==> config.mk <==
export PLATFORM = sky130hd
export DESIGN_NAME = pipe_hazard_ctrl
export DESIGN_NICKNAME = d
export VERILOG_FILES = /design/src/rtl/pipe_ctrl_pkg.sv /design/src/rtl/pipe_mc_counter.sv /design/src/rtl/pipe_hazard_ctrl.sv
export SDC_FILE = /design/constraint.sdc
export NUM_CORES = 1
export LEC_CHECK = 0
export CORE_MARGIN = 1.5
export CORE_UTILIZATION = 25
export DETAILED_ROUTE_END_ITERATION = 10
export GPL_ROUTABILITY_DRIVEN = 0
export GPL_TIMING_DRIVEN = 0
export PLACE_DENSITY = 0.73
export SETUP_SLACK_MARGIN = 0.1
export SLEW_MARGIN = 5
export SYNTH_ARGS = -nofsm -noshare
export SYNTH_HDL_FRONTEND = slang
export SYNTH_SLANG_ARGS = --single-unit
==> constraint.sdc <==
create_clock -name clk -period 2.3 [get_ports clk]
set_clock_uncertainty 0.15 [all_clocks]
set_input_delay 0.46 -clock clk [delete_from_list [all_inputs] [get_ports clk]]
set_output_delay 0.46 -clock clk [all_outputs]
set_load 0.03 [all_outputs]
==> src/rtl/pipe_ctrl_pkg.sv <==
// Shared types and defaults for the pipeline hazard/flush controller.
// Holds the FSM state encoding and the bundled enable/clear control word.
package pipe_ctrl_pkg;

    localparam int REG_ADDR_W_DFLT = 5;
    localparam int MC_CNT_W_DFLT   = 4;
    localparam int PERF_W_DFLT     = 32;

    typedef enum logic [1:0] {
        ST_RUN    = 2'd0,
        ST_BUSY   = 2'd1,
        ST_LAST   = 2'd2,
        ST_HALTED = 2'd3
    } pipe_state_e;

    typedef struct packed {
        logic pc_en;
        logic ifid_en;
        logic idex_en;
        logic exmem_en;
        logic memwb_en;
        logic ifid_clr;
        logic idex_clr;
        logic exmem_clr;
        logic memwb_clr;
    } pipe_ctl_t;

    // Everything advances, nothing is cleared.
    localparam pipe_ctl_t CTL_RUN = '{
        pc_en: 1'b1, ifid_en: 1'b1, idex_en: 1'b1, exmem_en: 1'b1, memwb_en: 1'b1,
        ifid_clr: 1'b0, idex_clr: 1'b0, exmem_clr: 1'b0, memwb_clr: 1'b0
    };

    // Front end and EX frozen while the multi-cycle op occupies EX; a bubble goes into MEM.
    localparam pipe_ctl_t CTL_MC_STALL = '{
        pc_en: 1'b0, ifid_en: 1'b0, idex_en: 1'b0, exmem_en: 1'b1, memwb_en: 1'b1,
        ifid_clr: 1'b0, idex_clr: 1'b0, exmem_clr: 1'b1, memwb_clr: 1'b0
    };

    localparam pipe_ctl_t CTL_HALT = '{
        pc_en: 1'b0, ifid_en: 1'b0, idex_en: 1'b0, exmem_en: 1'b0, memwb_en: 1'b0,
        ifid_clr: 1'b0, idex_clr: 1'b0, exmem_clr: 1'b0, memwb_clr: 1'b0
    };

    localparam pipe_ctl_t CTL_RESET = '{
        pc_en: 1'b0, ifid_en: 1'b0, idex_en: 1'b0, exmem_en: 1'b0, memwb_en: 1'b0,
        ifid_clr: 1'b1, idex_clr: 1'b1, exmem_clr: 1'b1, memwb_clr: 1'b1
    };

endpackage

==> src/rtl/pipe_mc_counter.sv <==
// Remaining-stall counter for multi-cycle EX ops: loads N-2 at the start cycle,
// counts down while the FSM sits in BUSY, flags the final BUSY cycle.
module pipe_mc_counter
    import pipe_ctrl_pkg::*;
#(
    parameter int MC_CNT_W = MC_CNT_W_DFLT
) (
    input  logic                clk,
    input  logic                rst_n,
    input  logic                load,
    input  logic                dec,
    input  logic [MC_CNT_W-1:0] total_cycles,
    output logic                last_stall
);

    logic [MC_CNT_W-1:0] cnt_q;
    logic [MC_CNT_W-1:0] cnt_d;

    // NOTE: every variable assigned in always_comb gets a default first, so no path can infer a latch.
    always_comb begin
        cnt_d = cnt_q;
        if (load) begin
            cnt_d = total_cycles - MC_CNT_W'(2);
        end else if (dec && (cnt_q != '0)) begin
            cnt_d = cnt_q - MC_CNT_W'(1);
        end
    end

    // NOTE: state flops use non-blocking assignments so every flop samples pre-edge values.
    always_ff @(posedge clk or negedge rst_n) begin
        if (!rst_n) begin
            cnt_q <= '0;
        end else begin
            cnt_q <= cnt_d;
        end
    end

    assign last_stall = (cnt_q == MC_CNT_W'(1));

endmodule

==> src/rtl/pipe_hazard_ctrl.sv <==
// Central hazard/flush controller driving pipeline-register EN/CLR and PC write enable.
// Optional performance counters are built only when PIPE_HAZARD_PERF_EN is defined.
module pipe_hazard_ctrl
    import pipe_ctrl_pkg::*;
#(
    parameter int REG_ADDR_W = REG_ADDR_W_DFLT,
    parameter int MC_CNT_W   = MC_CNT_W_DFLT,
    parameter int PERF_W     = PERF_W_DFLT
) (
    input  logic                  clk,
    input  logic                  rst_n,
    input  logic [REG_ADDR_W-1:0] id_rs,
    input  logic [REG_ADDR_W-1:0] id_rt,
    input  logic                  id_use_rs,
    input  logic                  id_use_rt,
    input  logic                  idex_is_load,
    input  logic [REG_ADDR_W-1:0] idex_rd,
    input  logic                  ex_redirect,
    input  logic                  ex_mc_start,
    input  logic [MC_CNT_W-1:0]   ex_mc_cycles,
    input  logic                  wb_halt,
    output logic                  pc_en,
    output logic                  ifid_en,
    output logic                  idex_en,
    output logic                  exmem_en,
    output logic                  memwb_en,
    output logic                  ifid_clr,
    output logic                  idex_clr,
    output logic                  exmem_clr,
    output logic                  memwb_clr,
    output logic                  halted,
    output logic [PERF_W-1:0]     perf_stall,
    output logic [PERF_W-1:0]     perf_flush,
    output logic [PERF_W-1:0]     perf_mc
);

    pipe_state_e state_q;
    pipe_state_e state_d;
    pipe_ctl_t   ctl_hz;
    pipe_ctl_t   ctl;
    pipe_ctl_t   ctl_out;
    logic        load_use;
    logic        mc_long;
    logic        mc_load;
    logic        mc_dec;
    logic        mc_last;

    assign load_use = idex_is_load && (idex_rd != '0) &&
                      ((id_use_rs && (id_rs == idex_rd)) ||
                       (id_use_rt && (id_rt == idex_rd)));

    assign mc_long = ex_mc_start && (ex_mc_cycles >= MC_CNT_W'(2));

    // Redirect flushes the wrong-path instructions and wins over a load-use stall.
    always_comb begin
        ctl_hz = CTL_RUN;
        if (ex_redirect) begin
            ctl_hz.ifid_clr = 1'b1;
            ctl_hz.idex_clr = 1'b1;
        end else if (load_use) begin
            ctl_hz.pc_en    = 1'b0;
            ctl_hz.ifid_en  = 1'b0;
            ctl_hz.idex_clr = 1'b1;
        end
    end

    always_comb begin
        state_d = state_q;
        ctl     = CTL_RUN;
        mc_load = 1'b0;
        mc_dec  = 1'b0;
        unique case (state_q)
            ST_RUN: begin
                if (wb_halt) begin
                    state_d = ST_HALTED;
                end else if (ex_redirect) begin
                    ctl = ctl_hz;
                end else if (mc_long) begin
                    ctl     = CTL_MC_STALL;
                    mc_load = 1'b1;
                    state_d = (ex_mc_cycles == MC_CNT_W'(2)) ? ST_LAST : ST_BUSY;
                end else begin
                    ctl = ctl_hz;
                end
            end
            ST_BUSY: begin
                ctl    = CTL_MC_STALL;
                mc_dec = 1'b1;
                if (wb_halt) begin
                    state_d = ST_HALTED;
                end else if (mc_last) begin
                    state_d = ST_LAST;
                end
            end
            ST_LAST: begin
                if (wb_halt) begin
                    state_d = ST_HALTED;
                end else begin
                    ctl     = ctl_hz;
                    state_d = ST_RUN;
                end
            end
            ST_HALTED: begin
                ctl = CTL_HALT;
            end
            default: begin
                state_d = ST_RUN;
            end
        endcase
    end

    always_ff @(posedge clk or negedge rst_n) begin
        if (!rst_n) begin
            state_q <= ST_RUN;
        end else begin
            state_q <= state_d;
        end
    end

    pipe_mc_counter #(
        .MC_CNT_W (MC_CNT_W)
    ) u_mc_counter (
        .clk          (clk),
        .rst_n        (rst_n),
        .load         (mc_load),
        .dec          (mc_dec),
        .total_cycles (ex_mc_cycles),
        .last_stall   (mc_last)
    );

    // While reset is held the registers see a bubble on every stage, independent of state.
    assign ctl_out = rst_n ? ctl : CTL_RESET;

    assign pc_en     = ctl_out.pc_en;
    assign ifid_en   = ctl_out.ifid_en;
    assign idex_en   = ctl_out.idex_en;
    assign exmem_en  = ctl_out.exmem_en;
    assign memwb_en  = ctl_out.memwb_en;
    assign ifid_clr  = ctl_out.ifid_clr;
    assign idex_clr  = ctl_out.idex_clr;
    assign exmem_clr = ctl_out.exmem_clr;
    assign memwb_clr = ctl_out.memwb_clr;
    assign halted    = (state_q == ST_HALTED);

`ifdef PIPE_HAZARD_PERF_EN
    logic [PERF_W-1:0] perf_stall_q;
    logic [PERF_W-1:0] perf_stall_d;
    logic [PERF_W-1:0] perf_flush_q;
    logic [PERF_W-1:0] perf_flush_d;
    logic [PERF_W-1:0] perf_mc_q;
    logic [PERF_W-1:0] perf_mc_d;

    // ifid_clr is raised only by an applied redirect; counters wrap naturally.
    always_comb begin
        perf_stall_d = perf_stall_q;
        perf_flush_d = perf_flush_q;
        perf_mc_d    = perf_mc_q;
        if ((state_q != ST_HALTED) && !ctl.pc_en) begin
            perf_stall_d = perf_stall_q + PERF_W'(1);
        end
        if (ctl.ifid_clr) begin
            perf_flush_d = perf_flush_q + PERF_W'(1);
        end
        if (mc_load) begin
            perf_mc_d = perf_mc_q + PERF_W'(1);
        end
    end

    always_ff @(posedge clk or negedge rst_n) begin
        if (!rst_n) begin
            perf_stall_q <= '0;
            perf_flush_q <= '0;
            perf_mc_q    <= '0;
        end else begin
            perf_stall_q <= perf_stall_d;
            perf_flush_q <= perf_flush_d;
            perf_mc_q    <= perf_mc_d;
        end
    end

    assign perf_stall = perf_stall_q;
    assign perf_flush = perf_flush_q;
    assign perf_mc    = perf_mc_q;
`else
    assign perf_stall = '0;
    assign perf_flush = '0;
    assign perf_mc    = '0;
`endif

endmodule

==> impl_results.md <==
* Post-Place Cells at 383
* Top-area cell type share of the netlist area at 0.4933
* Clk buf depth at 2
* Seq/Total Area, Yosys at 0.1007
* Hold Vio Cnt, Final at 0
* Fillers at ~560
* Initial Utilization at 0.2644
* Gr usage total at 0.09466
* P&R area growth vs syn at 67.87%
* Core box area at roughly 5600 µm²
* Initial antenna violation count at 0
* EDFF count, synth at 0
* Detailed-router iteration count before antenna repair at 4
* Root Buffer: clkbuf_8
* Final WL at between 3 and 4 mm
* Number of CTS-inserted buffers at 3
* Mapped Cells at 180
* # clock sinks at 6
* Largest family of logic cells by synthesized area: buffers and inverters
* CP max FO at 2
* Mapped cell area at ~1500 µm²
* Worst Hold Class: in -> reg
* Post-synthesis compound-gate area fraction at 0.06795
* Worst Setup Start Kind: input port
* Multi-input logic area at slightly above 1000 µm²
* Status: finished with violations
* Peak supply drop at approximately 280 µV
* WHS at roughly 430 ps
* Synth Area in XOR/XNOR at 0.08221
* Post-place setup slack at -1094 ps
* Top_reg_cell synth: dfrtp_1
* TritonCTS clock tree: built
* Min Clock Period, post-route at about 2500 ps
* Worst Setup End Kind: primary output
* Critical-path cell list: buf_6 -> xor2_1 -> nor4_1 -> a32oi_1 -> o41a_2 -> buf_6 -> buf_6
* CTS H-Tree Depth at 1
* Final Max Slew Viols at 0
* Pleak at between 1 and 1.5 nW
* Worst skew pair latency at around 230 ps
* Largest net degree at the start of global routing at 11
* Via count at roughly 1300
* Number of remaining DRC errors at 0
* DRT antenna net count at 0
* Hpwl dp at between 3 and 4 mm
* Vias in the first global route at roughly 1100
* Synth area leader: buf_4
* Cell mode on critical path: buf_6
* Mean Syn Cell Area at just over 8 µm²
* Final worst-path setup slack at -165.8 ps
* Failing checks: setup timing
* Synth unique cells at 33
* DIE HEIGHT at ~80 µm
* Worst EP required at approximately 1700 ps
* Post-synthesis mux area share at 0.05201
* Fin crit share at 1.072
* Critical Path AT at around 1900 ps
* Dominant delay contributor by cell family on the critical path: compound AO/OA/AOI/OAI gates
* DIE AREA at ~6400 µm²
* Nets at roughly 360
* Wire per inst at ~8.9 µm
* Global-route wire length before repair at slightly below 5 mm
* Synth top area cells: buf_4 49%, dfrtp_1 10%, ha_1 8.4%
* RSZ-0062 raised after global routing: yes
* Reg area at between 150 and 200 µm²
* Pwr Total at around 0.0017 W
* Share of cells above drive strength 1 at 0.4799
* Post-Layout Cell Count at 395
* Diode count at 0
* YS warnings at 0
* Synth Area in Simple Gates at 0.09228
* Clk slew on worst S/H paths at ~40 ps
* Buffers on Ports at 36
* Vias per Instance at 3.246
* Peak Freq at 405.6 MHz
* FFs w/ async S/R, synth at 1.000
* Max Cap Viol at 0
* WP buf/inv at 3
* Final global-route overflow total at 0
* #FFs+latches synth at 6
* Row count at 27
* Initial DRC count at 42
* Ports at approximately 130
* Setup violators final at 2
* Flop2flop setup slack at about 200 ps
* Critical path class: in -> out
* Power Density at around 690 nW/µm²
* Chip Width at between 80 and 90 µm
* Synth Area in Adders at 0.08389
* CP max stage delay at around 480 ps
* Slowest-stage cell, CP: o41a_2
[Yosys cell counts, types with 2 or more instances]
master / count
nand2_1: 3
nor2_1: 4
nor3_1: 2
o21ai_0: 4
xor2_1: 10
xnor2_1: 4
mux2_2: 2
dfrtp_1: 6
buf_4: 98
ha_1: 10
inv_1: 10
nand3_1: 2
mux2i_1: 4
nor4_1: 2
[flip-flops by register name, indices dropped and copies added (netlist names)]
signal and cells:
state_q 2, u_mc_counter.cnt_q 4
[power by group]
part	leakage [nW]	switching (W)	internal (W)
Sequential	0.0679	0.0000636	0.000167
Clock	0.0216	0.0000540	0.000113
Combinational	1.37	0.000722	0.000604
Total	1.46	0.000839	0.000884
[kinds of logic after synthesis]
family / after synthesis
AOI/OAI and AO/OA: 13
xor gates and xnor gates: 14
adders and majority gates: 10
buffers and inverters: 108
DFF: 6
muxes: 7
other: 1
and+or+nand+nor: 21
[through the flow]
stage / instance area, µm² / TNS, ps / utilization
finish: 2504 / -275.0 / 0.4438
global route: 2504 / -427.1 / 0.4438
CTS: 2422 / -410.8 / 0.4294
detailed placement: 2316 / -6312 / 0.4105
global placement: 2316 / -6255 / 0.4105
floorplan: 1866 / -71.10 / -
[cell usage in the layout, fill, tap and decap left out, drive strengths merged, types with 2 or more instances in the layout]
master	Yosys	layout
buf	98	124
mux2i	4	4
nand2b	2	2
ha	10	10
clkdlybuf4s15	0	4
xor2	10	10
clkbuf	0	5
o21ai	4	4
nor3	2	2
mux2	3	3
nand3	2	2
nand2	3	3
xnor2	4	4
nor4	2	2
dlygate4sd2	0	7
inv	10	10
nor2	4	4
dfrtp	6	6
clkdlybuf4s50	0	5
conb	1	96
[layout make-up]
class                           count  area share
Tap cell                           72     0.03598
Clock buffer                        3     0.01649
Timing Repair Buffer               45      0.1644
Multi-Input combinational cell    161      0.4103
Buffer                             98      0.2954
Sequential cell                     6     0.06047
Inverter                           10     0.01699
[what timing repair did]
| action | in CTS | in global routing |
|---|---|---|
| gates resized for setup | 127 | 22 |
| buffers inserted | 6 | 2 |
| setup endpoints to repair | 9 | 8 |
| pin swaps | 16 | 9 |
| endpoints found under the hold margin | 0 | 6 |
| hold buffers | 0 | 1 |
[worst reg2reg max path: stages, from the launching register on]
cell	delay, ps
dfrtp_2	430
buf_4	150
buf_4	130
ha_1	260
o311a_1	160
a311o_2	400
mux2_4	300
[per-layer routing]
layer | global-route usage | part of all wire | vias to the layer above
met3 | 0.01705 | 0.076 | 8
met5 | 0 | 0 | -
li1 | - | - | 674
met2 | 0.1975 | 0.58 | 64
met1 | 0.08070 | 0.32 | 536
met4 | 0.05517 | 0.023 | 0
[path summary, 6_finish.rpt]
path,start,endpoint,cells after the start
max reg2reg,state_q[0]$_DFFE_PN0P_,state_q[0]$_DFFE_PN0P_,6
max,id_rs[2],pc_en,7
min reg2reg,u_mc_counter.cnt_q[3]$_DFFE_PN0P_,u_mc_counter.cnt_q[3]$_DFFE_PN0P_,2
max in group asynchronous,rst_n,state_q[0]$_DFFE_PN0P_,2
min in group asynchronous,rst_n,u_mc_counter.cnt_q[2]$_DFFE_PN0P_,2
min,ex_mc_cycles[1],u_mc_counter.cnt_q[1]$_DFFE_PN0P_,2
Power figures use the tool's default switching activity.
